File: src/rtl/count_capture.sv
// rtl/count_capture.sv - overflow-epoch timestamp capture into a small FIFO
//
// Extends the upstream 8-bit counter value with an epoch that tracks its
// wraps. Each 0->1 transition of cap_req records {epoch, cnt_in} into a FIFO
// that a host drains with pop. A capture dropped because the FIFO was full
// sets the sticky ovr flag.
//
// Optional feature macro: COUNT_CAPTURE_MATCH_EN (registered compare-match
// pulse on {epoch, cnt_in} == cmp_val). Without it, match is tied to 0.
//
// Ports:
//   clk, rstb        clock, asynchronous active-low reset
//   cnt_in, carry_in  upstream count value and its one-cycle wrap pulse
//   up_in            upstream direction (1 = up, 0 = down)
//   cap_req          capture request level (rising edge captures)
//   pop              remove head entry when ts_valid
//   clr_ovr          clear the overrun flag
//   cmp_val          compare value for the match feature
//   ts_out           head timestamp {epoch, count}, 0 when empty
//   ts_valid, full, fill  FIFO status
//   ovr              sticky overrun flag
//   epoch            current overflow epoch
//   match            compare-match pulse
module count_capture #(
    parameter int WIDTH = 8,
    parameter int DEPTH = 4
) (
    input  logic                       clk,
    input  logic                       rstb,
    input  logic [WIDTH-1:0]           cnt_in,
    input  logic                       carry_in,
    input  logic                       up_in,
    input  logic                       cap_req,
    input  logic                       pop,
    input  logic                       clr_ovr,
    input  logic [2*WIDTH-1:0]         cmp_val,
    output logic [2*WIDTH-1:0]         ts_out,
    output logic                       ts_valid,
    output logic                       full,
    output logic [$clog2(DEPTH):0]     fill,
    output logic                       ovr,
    output logic [WIDTH-1:0]           epoch,
    output logic                       match
);

    localparam int AW = $clog2(DEPTH);
    localparam int FW = AW + 1;
    localparam logic [FW-1:0] FILL_MAX = FW'(DEPTH);

    logic [2*WIDTH-1:0] mem [DEPTH];
    logic [AW-1:0]      wr_ptr;
    logic [AW-1:0]      rd_ptr;
    logic               cap_q;

    logic cap_evt;
    logic do_push;
    logic do_pop;
    logic drop;

    assign ts_valid = (fill != '0);
    assign full     = (fill == FILL_MAX);

    assign cap_evt = cap_req & ~cap_q;
    // A pop on a full FIFO frees the slot the concurrent capture needs.
    assign do_push = cap_evt & (~full | pop);
    assign do_pop  = pop & ts_valid;
    assign drop    = cap_evt & full & ~pop;

    // Gating by ts_valid makes a flushed or drained FIFO read as 0 without
    // having to reset the storage array.
    assign ts_out = ts_valid ? mem[rd_ptr] : '0;

    always_ff @(posedge clk) begin
        if (do_push) begin
            mem[wr_ptr] <= {epoch, cnt_in};
        end
    end

    always_ff @(posedge clk or negedge rstb) begin
        if (!rstb) begin
            epoch  <= '0;
            cap_q  <= 1'b1;    // cap_req held high through reset must not capture
            wr_ptr <= '0;
            rd_ptr <= '0;
            fill   <= '0;
            ovr    <= 1'b0;
        end else begin
            cap_q <= cap_req;

            if (carry_in) begin
                epoch <= up_in ? epoch + WIDTH'(1) : epoch - WIDTH'(1);
            end

            if (do_push) begin
                wr_ptr <= wr_ptr + AW'(1);
            end
            if (do_pop) begin
                rd_ptr <= rd_ptr + AW'(1);
            end

            case ({do_push, do_pop})
                2'b10:   fill <= fill + FW'(1);
                2'b01:   fill <= fill - FW'(1);
                default: fill <= fill;
            endcase

            if (drop) begin
                ovr <= 1'b1;
            end else if (clr_ovr) begin
                ovr <= 1'b0;
            end
        end
    end

`ifdef COUNT_CAPTURE_MATCH_EN
    always_ff @(posedge clk or negedge rstb) begin
        if (!rstb) begin
            match <= 1'b0;
        end else begin
            match <= ({epoch, cnt_in} == cmp_val);
        end
    end
`else
    logic unused_cmp;
    assign unused_cmp = ^cmp_val;
    assign match      = 1'b0;
`endif

endmodule

File: config.mk
export PLATFORM = sky130hd
export DESIGN_NAME = count_capture
export DESIGN_NICKNAME = d
export VERILOG_FILES = /design/src/rtl/count_capture.sv
export SDC_FILE = /design/constraint.sdc
export NUM_CORES = 1
export LEC_CHECK = 0
export BUFFER_PORTS_ARGS = -buffer_cell sky130_fd_sc_hd__buf_2
export CORE_ASPECT_RATIO = 0.7
export CORE_UTILIZATION = 60
export DETAILED_ROUTE_END_ITERATION = 6
export PLACE_DENSITY = 0.93
export SYNTH_ARGS = -nofsm -noshare
export SYNTH_HDL_FRONTEND = slang
export SYNTH_SLANG_ARGS = --single-unit
File: constraint.sdc
create_clock -name clk -period 5.3 [get_ports clk]
set_clock_uncertainty 0.2 [all_clocks]
set_input_delay 1.59 -clock clk [delete_from_list [all_inputs] [get_ports clk]]
set_output_delay 1.59 -clock clk [all_outputs]
set_load 0.01 [all_outputs]
After elaboration in Yosys (flattened, before gate mapping). Memories as Yosys holds them, arrays and structs flattened. Cells that the tools add are included.

Bits in registers: 17. RAM bits: 64. Output and inout port bits: 31. Logic and storage cells: 35. Memories kept: 1.

$add $sub $neg: 6. Eq/ne operators: 3. Mux-type cells: 7. Bitwise logic cells: 9. Reduce and logical (&&, ||, !) cells: 3.

Memories: mem (words 4, width 16, rd ports 1, clocked after memory_dff 0, wr ports 1, line 50) `logic [2*WIDTH-1:0] mem [DEPTH];`.

Operators with widths (count): $mux 16 (1); $add 8x1->8 const B (1); $mux 8 (1); $sub 8x1->8 const B (1); $pmux 3 s2 (1); $and 1x1->1 (5); $add 2x1->2 const B (2); $mux 1 (4); $reduce_bool 2->1 (2); $add 3x1->3 const B (1); $eq 3x3->1 const B (1); $not 1->1 (3); $reduce_bool 3->1 (1); $sub 3x1->3 const B (1); $eq 2x1->1 const B (1); $eq 2x2->1 const B (1); $or 1x1->1 (1).

Logic depth before layout (Yosys ltp). Gate-level depths: netlist of the first run.

Depth in word-level cells: 6. Mapped depth: 11.

Least setup slack after synthesis of the first run. OpenSTA, ideal clock, no wires.

Path type: input-to-reg. Start: input up_in. End: register epoch[7]. Setup time: 0.126 ns. Arrival: 2.901 ns. Data required time: 4.974 ns. Path slack: 2.073 ns. Cell stages on the path: 7. Cells stage by stage: inv_1 ha_1 a21oi_1 o21bai_1 or3_1 mux2i_1 o22ai_1.

Longest elaborated chain between the ends: 1.

RTL lines: from (decl) (line 32) `input logic up_in,`; $mux 8 (line 91) `epoch <= up_in ? epoch + WIDTH'(1) : epoch - WIDTH'(1);`; to (signal assigned) (line 91); to (decl) (line 42) `output logic [WIDTH-1:0] epoch,`.

No other way between the ends. A chain may end at the register's enable or synchronous reset.

Worst setup path in the final report of the first run.
Start: register rd_ptr[0]. End: output ts_out[15].

Longest elaborated chain between the ends: 2.

RTL lines: from (decl) (line 52) `logic [AW-1:0] rd_ptr;`; from (signal assigned) (line 98) `rd_ptr <= rd_ptr + AW'(1);`; $mem_v2 4x16; $mux 16 (line 71) `assign ts_out = ts_valid ? mem[rd_ptr] : '0;`; to (decl) (line 37) `output logic [2*WIDTH-1:0] ts_out,`.

No other way between the ends.

==> results of run 1 <==
-- worst register-to-register path, delay by kind of cell (launching register included) --
kind | cells | cell delay, ns
buffers and inverters | 1 | 0.06
AND/OR/NAND/NOR | 3 | 0.83
flip-flops | 1 | 0.44
XOR/XNOR | 2 | 0.31
adder cells (fa/ha/maj) | 2 | 0.55
-- cells by family (layout without fill, tap and decap cells) --
family | count (synthesis) | count (layout) | synth area share, %
xor+xnor | 12 | 12 | 2.946
mux | 23 | 23 | 12.45
fa+ha+maj | 13 | 13 | 4.981
compound gates | 20 | 20 | 3.894
buf+inv | 20 | 72 | 3.192
flops | 81 | 81 | 65.84
other cells | 1 | 1 | 0.1051
simple gates | 37 | 37 | 6.594
-- per-stage QoR --
stage	hold slack (ns)	area (µm²)	power (mW)	cells
floorplan	0.3116	3567	1.591	207
global placement	0.3033	3812	1.787	318
detailed placement	0.3227	3812	1.827	318
CTS	0.3369	4015	2.261	334
global route	0.3691	4015	2.373	334
finish	0.3380	4015	2.240	334
-- routing by layer --
metal | wire length (µm) | share of wire [%]
met1 | 2520 | 44
met2 | 2845 | 50
met3 | 250 | 4.4
met4 | 122 | 2.1
met5 | 0 | 0
-- worst paths after layout --
check	to
max in group asynchronous	cap_q
min in group asynchronous	fill[2]
min reg2reg	ovr
max	ts_out[15]
max reg2reg	fill[2]
min	ovr
-- state kept, by name, summed over array words and instances (netlist names) --
name / count
rd_ptr: 2
cap_q: 1
mem: 64
wr_ptr: 2
epoch: 8
fill: 3
ovr: 1
-- power by group --
| part | switching, mW | internal [mW] | leakage [nW] | total, mW |
|---|---|---|---|---|
| clock | 0.200 | 0.237 | 0.105 | 0.437 |
| combinational | 0.366 | 0.423 | 0.647 | 0.789 |
| sequential | 0.165 | 0.848 | 0.781 | 1.01 |
| total | 0.731 | 1.51 | 1.53 | 2.24 |
-- layout by cell type (no fill, tap or decap), drive strengths merged --
cell / instances
o21bai: 1
dfstp: 1
nor3b: 1
o32ai: 1
fa: 2
mux2: 5
a221oi: 1
and3: 2
or3: 2
nand2: 3
a21o: 2
mux4: 16
a31oi: 1
a211oi: 2
nor2: 3
clkbuf: 15
nand2b: 2
edfxtp: 64
mux2i: 2
o21ai: 5
a21oi: 6
clkinv: 1
buf: 44
dfrtp: 16
nor3: 2
ha: 11
xor2: 5
conb: 1
o22ai: 1
nand3: 1
xnor2: 7
inv: 12
and2: 21
-- layout make-up --
class	count	area [µm²]
clock inverter	1	5.005
fill	378	1712
timing repair buffer	44	220.2
sequential	81	2349
inverter	12	45.04
multi-input combinational	106	1105
clock buffer	15	197.7
tap	75	93.84
==> results.ini, run 1 <==
[synth]
synthFlopType = edfxtp_1
yosysWarnings = 0
syn_avg_cell_area_um2 = 17.23
synth_seq_cells = 81
async_flop_share_pct = 20.99
yosysMostFrequentCell = edfxtp_1
post-synth-top-area-cell = edfxtp_1
yosysUniqueCellTypes = 45
synth_common_cells = edfxtp_1, and2_1, dfrtp_1
synth.top_cells.by_area = edfxtp_1, dfrtp_1, mux4_2
synth_enable_flop_cells = 64
synth_area_um2 = 3567
synth_seq_area_share_pct = 65.84
synth_cells = 207
synth_nets = 251
synth_top_area_share_pct = 53.88

[setup_path]
critPathLaunchType = register
cpPeakStageDelay_ns = 1.01
cp.depth = 3
crit_fanout = 18
cp.required_ns = 3.51
reg2reg_slack_ns = 2.86
critPathTopFamily = flip-flops
cp.arrival_ns = 2.30
critPathKind = reg -> out
r2r_cells = 8
critical_path.cell_chain = mux4_1 > and2_1 > buf_2
rr_startpoint = fill[0]
end_kind = output pin
critPathBufInv = 1
cp-startpoint = rd_ptr[0]
critical_path.slowest_cell = dfrtp_1

[clock_network]
postCtsSetupBuffers = 0
clock-sinks = 81
ctsHoldBuffers = 0
cts_resized = 0
insertion_delay_ns = 0.35
cts.htree.levels = 3
clockBufferDepth = 2
cts_buffers = 9
cts_tree = yes
cts_root_buffer = clkbuf_8
clk_pin_slew_ns = 0.07

[grt]
gr-total-overflow = 0
grt_util_all_layers_pct = 20.08
grt_pass1_vias = 1756
grt_max_degree = 19
grt.met2_usage_pct = 32.16
grt_use_met1_pct = 25.58
grt_antenna_before_repair = 0
grt_use_met3_pct = 5.251
grt-busiest-layer = met2
grt_pass1_wl_um = 8673

[sta]
setup_ws_ns = 1.207
rsz0062_at_grt = false
post-route-min-period_ns = 4.093
slew_viol_final = 0
hold_viol = 0
worst_slew_pin_slew_ns = 1.011
min_period_over_period_pct = 77.22
finalSetupViolations = 0
relSlewSlack_pct = 32.61
max_freq_mhz = 244.3
setup_tns_ns = 0

[cells_and_area]
fin_util_pct = 70.11
drive_above_1_share_pct = 33.20
nNetsFinal = 298
diodes = 0
area_growth_pct = 12.56

[drt]
route.vias.total = 1840
wl_per_cell_um = 17.18
post-route-drc-count = 0
routed_wirelength_um = 5738
drt_first_pass_iters = 4
ant_nets = 0
drt_iter0_drc = 73
via_per_inst = 5.509

[run]
maxCapViolations = 0

[power_and_ir_drop]
p_leak_nw = 1.533
ir_drop_v = 0.0003085
powerDensity_nw_per_um2 = 557.8

[worst_hold_path]
min_from = ovr
hold_class = reg -> reg
hold_path_depth = 2

[floorplanning]
die_w_um = 94.16
start_util_pct = 62.29
rows = 23
die-area_um2 = 6263
core_um2 = 5727
die_h_um = 66.51
floorplan.io_pins = 62

[run_status]
status = finished, final reports clean

[placed_design]
port_buffers = 44
gp_congestion = 0.8632
hpwl_um = 3957
place_ws_ns = 1.520

Note: power is estimated with default switching activity, not from simulation.
==> run 2: changes to the inputs <==
--- a/config.mk
+++ b/config.mk
@@ -7,9 +7,9 @@
 export LEC_CHECK = 0
 export BUFFER_PORTS_ARGS = -buffer_cell sky130_fd_sc_hd__buf_2
 export CORE_ASPECT_RATIO = 0.7
-export CORE_UTILIZATION = 60
+export CORE_UTILIZATION = 50
 export DETAILED_ROUTE_END_ITERATION = 6
-export PLACE_DENSITY = 0.93
+export PLACE_DENSITY = 0.83
 export SYNTH_ARGS = -nofsm -noshare
 export SYNTH_HDL_FRONTEND = slang
 export SYNTH_SLANG_ARGS = --single-unit
==> constraint.sdc (replaced) <==
create_clock -name clk -period 3.5 [get_ports clk]
set_clock_uncertainty 0.2 [all_clocks]
set_input_delay 1.05 -clock clk [delete_from_list [all_inputs] [get_ports clk]]
set_output_delay 1.05 -clock clk [all_outputs]
set_load 0.01 [all_outputs]
==> run 2 against run 1 <==
  * Non-clock buffer count grew 7
  * Global-route usage is 2.3 points lower
  * Die area grew 19%
  * Wire length fell by 0.49%
  * Sequential share of layout area fell by 0.90 points
  * Critical path depth increased by 1
  * Combinational power increased by 63%
  * Sequential cell count unchanged
  * Hold slack got worse by 0.010 ns
  * Count of clock-buffer cells in the layout shrank 3
  * Cell count is 7.8% higher
  * Largest cell class unchanged
==> results.ini, run 2 (same netlist as run 1, synthesis figures left out) <==
[run_status]
status = finished, final reports clean

[setup_path]
endpoint = ts_out[15]
critical_path.slowest_cell = dfrtp_1
critical_path.cell_chain = buf_4 > mux4_1 > and2_1 > buf_2
reg2reg_slack_ns = 1.04  ; -1.82 ns
cp.arrival_ns = 2.05  ; -0.25 ns
cp-startpoint = rd_ptr[0]
cp.required_ns = 2.25  ; -1.26 ns
cp.depth = 4  ; +1
rr_startpoint = fill[2]
critPathLaunchType = register
end_kind = output pin
critPathBufInv = 2  ; +1
timing.rr.end = fill[2]
critPathTopFamily = flip-flops
crit_fanout = 7  ; -11
cpPeakStageDelay_ns = 0.60  ; -0.41 ns
critPathKind = reg -> out
r2r_cells = 8  ; unchanged

[cells_and_area]
finalNonFillerCells = 360  ; +7.8%
area_growth_pct = 14.31
drive_above_1_share_pct = 34.59  ; +1.4 points
final_common_cell = edfxtp_1
largest_reg_flops = 64  ; unchanged
reg.largest.list = mem x64, epoch x8, fill x3
largest-register = mem
layout_common_cells = edfxtp_1, buf_2, and2_1
fin_util_pct = 59.80  ; -10 points
nNetsFinal = 305  ; +2.3%
diodes = 0  ; unchanged

[sta]
hold_viol = 0  ; unchanged
setup_ws_ns = 0.1987  ; -1.009 ns
worst_slew_pin_slew_ns = 0.5241  ; -0.4868 ns
post-route-min-period_ns = 3.301
min_period_over_period_pct = 94.32
setup_tns_ns = 0  ; unchanged
slew_viol_final = 0  ; unchanged
finalSetupViolations = 0  ; unchanged
rsz0062_at_grt = false
relSlewSlack_pct = 65.06  ; +32 points
max_freq_mhz = 302.9

[floorplanning]
floorplan.io_pins = 62  ; unchanged
die_w_um = 103.0  ; +9.3%
core_um2 = 6819  ; +19%
die-area_um2 = 7482  ; +19%
rows = 25  ; +8.7%
die_h_um = 72.67  ; +9.3%
start_util_pct = 52.31  ; -10 points

[worst_hold_path]
hold_path_depth = 1  ; -1
hold_class = reg -> reg

[drt]
route.vias.total = 1845  ; +0.27%
post-route-drc-count = 0  ; unchanged
wl_per_cell_um = 15.86  ; -7.7%
drt_iter0_drc = 62  ; -15%
ant_nets = 0  ; unchanged
drt_first_pass_iters = 4  ; unchanged
via_per_inst = 5.125  ; -7.0%
routed_wirelength_um = 5710  ; -0.49%

[placed_design]
place_ws_ns = 0.4484  ; -1.072 ns
dpl.cell_count = 344  ; +8.2%
hpwl_um = 3976  ; +0.49%
port_buffers = 44  ; unchanged
gp_congestion = 0.7314  ; -15%

[clock_network]
cts_root_buffer = clkbuf_8
cts.htree.levels = 3  ; unchanged
ctsHoldBuffers = 0  ; unchanged
cts_buffers = 9  ; unchanged
cts_resized = 0  ; unchanged
clock-sinks = 81  ; unchanged
postCtsSetupBuffers = 0  ; unchanged
insertion_delay_ns = 0.34  ; about the same
clk_pin_slew_ns = 0.07  ; about the same
cts_tree = yes
clockBufferDepth = 2  ; unchanged

[grt]
grt_pass1_vias = 1904  ; +8.4%
grt_util_all_layers_pct = 17.79  ; -2.3 points
gr-total-overflow = 0  ; unchanged
grt_pass1_wl_um = 9453  ; +9.0%
grt_max_degree = 19  ; unchanged
grt_antenna_before_repair = 0  ; unchanged

[power_and_ir_drop]
p_leak_nw = 1.551  ; +1.2%
powerDensity_nw_per_um2 = 835.4  ; +50%
power_mw = 3.406  ; +52%
ir_drop_v = 0.0004188  ; +36%

[run]
maxCapViolations = 0  ; unchanged

run 2: cell types whose count changed in the layout (fill, tap and decap cells not counted), sizes merged:
cell	delta
bufinv	+1
clkinvlp	+2
buf	+7
clkbuf	-3
run 2: routing by layer:
layer  vias to the layer above  part of all wire, %  GRT usage, %
li1                        887                    -             -
met1                       903                   43         21.87
met2                        47                   50         30.07
met3                         8                  5.2         5.939
met4                         0                  1.4         5.477
met5                         -                    0             0
run 2: worst reg2reg max path: cells and delay by family (launching register included):
kind	cells	cell delay, ns
xor gates and xnor gates	2	0.34
adders and majority gates	2	0.55
DFF	1	0.41
and+or+nand+nor	3	0.83
buffers and inverters	1	0.06
run 2: layout make-up:
type                    count  area, µm²
clock inverters             4      53.80
multi-input cells         106       1105
well taps                  94      117.6
inverters                  12      45.04
clock buffers              12      135.1
fillers                   529       2741
flip-flops and latches     81       2349
repair buffers             51      272.8
run 2: worst min-delay path by stage:
stage                         start   endpoint  slack, ns
after floorplan           wr_ptr[1]  wr_ptr[1]       0.31
after global placement      fill[2]    fill[2]       0.30
after detailed placement    fill[0]    fill[0]       0.32
after CTS                   fill[0]    fill[0]       0.33
after global routing        fill[0]    fill[0]       0.34
final                       fill[0]    fill[0]       0.33
run 2: stage by stage:
step                      hold WS (ns)  cell area, µm²
after floorplan                 0.3116            3567
after global placement          0.3027            3889
after detailed placement        0.3205            3889
after CTS                       0.3311            4078
after global routing            0.3443            4078
final                           0.3277            4078
run 2: power breakdown:
group | switching [mW] | leakage [nW] | internal, mW
logic | 0.621 | 0.683 | 0.672
clock network | 0.310 | 0.0868 | 0.332
registers | 0.188 | 0.781 | 1.28
total | 1.12 | 1.55 | 2.29
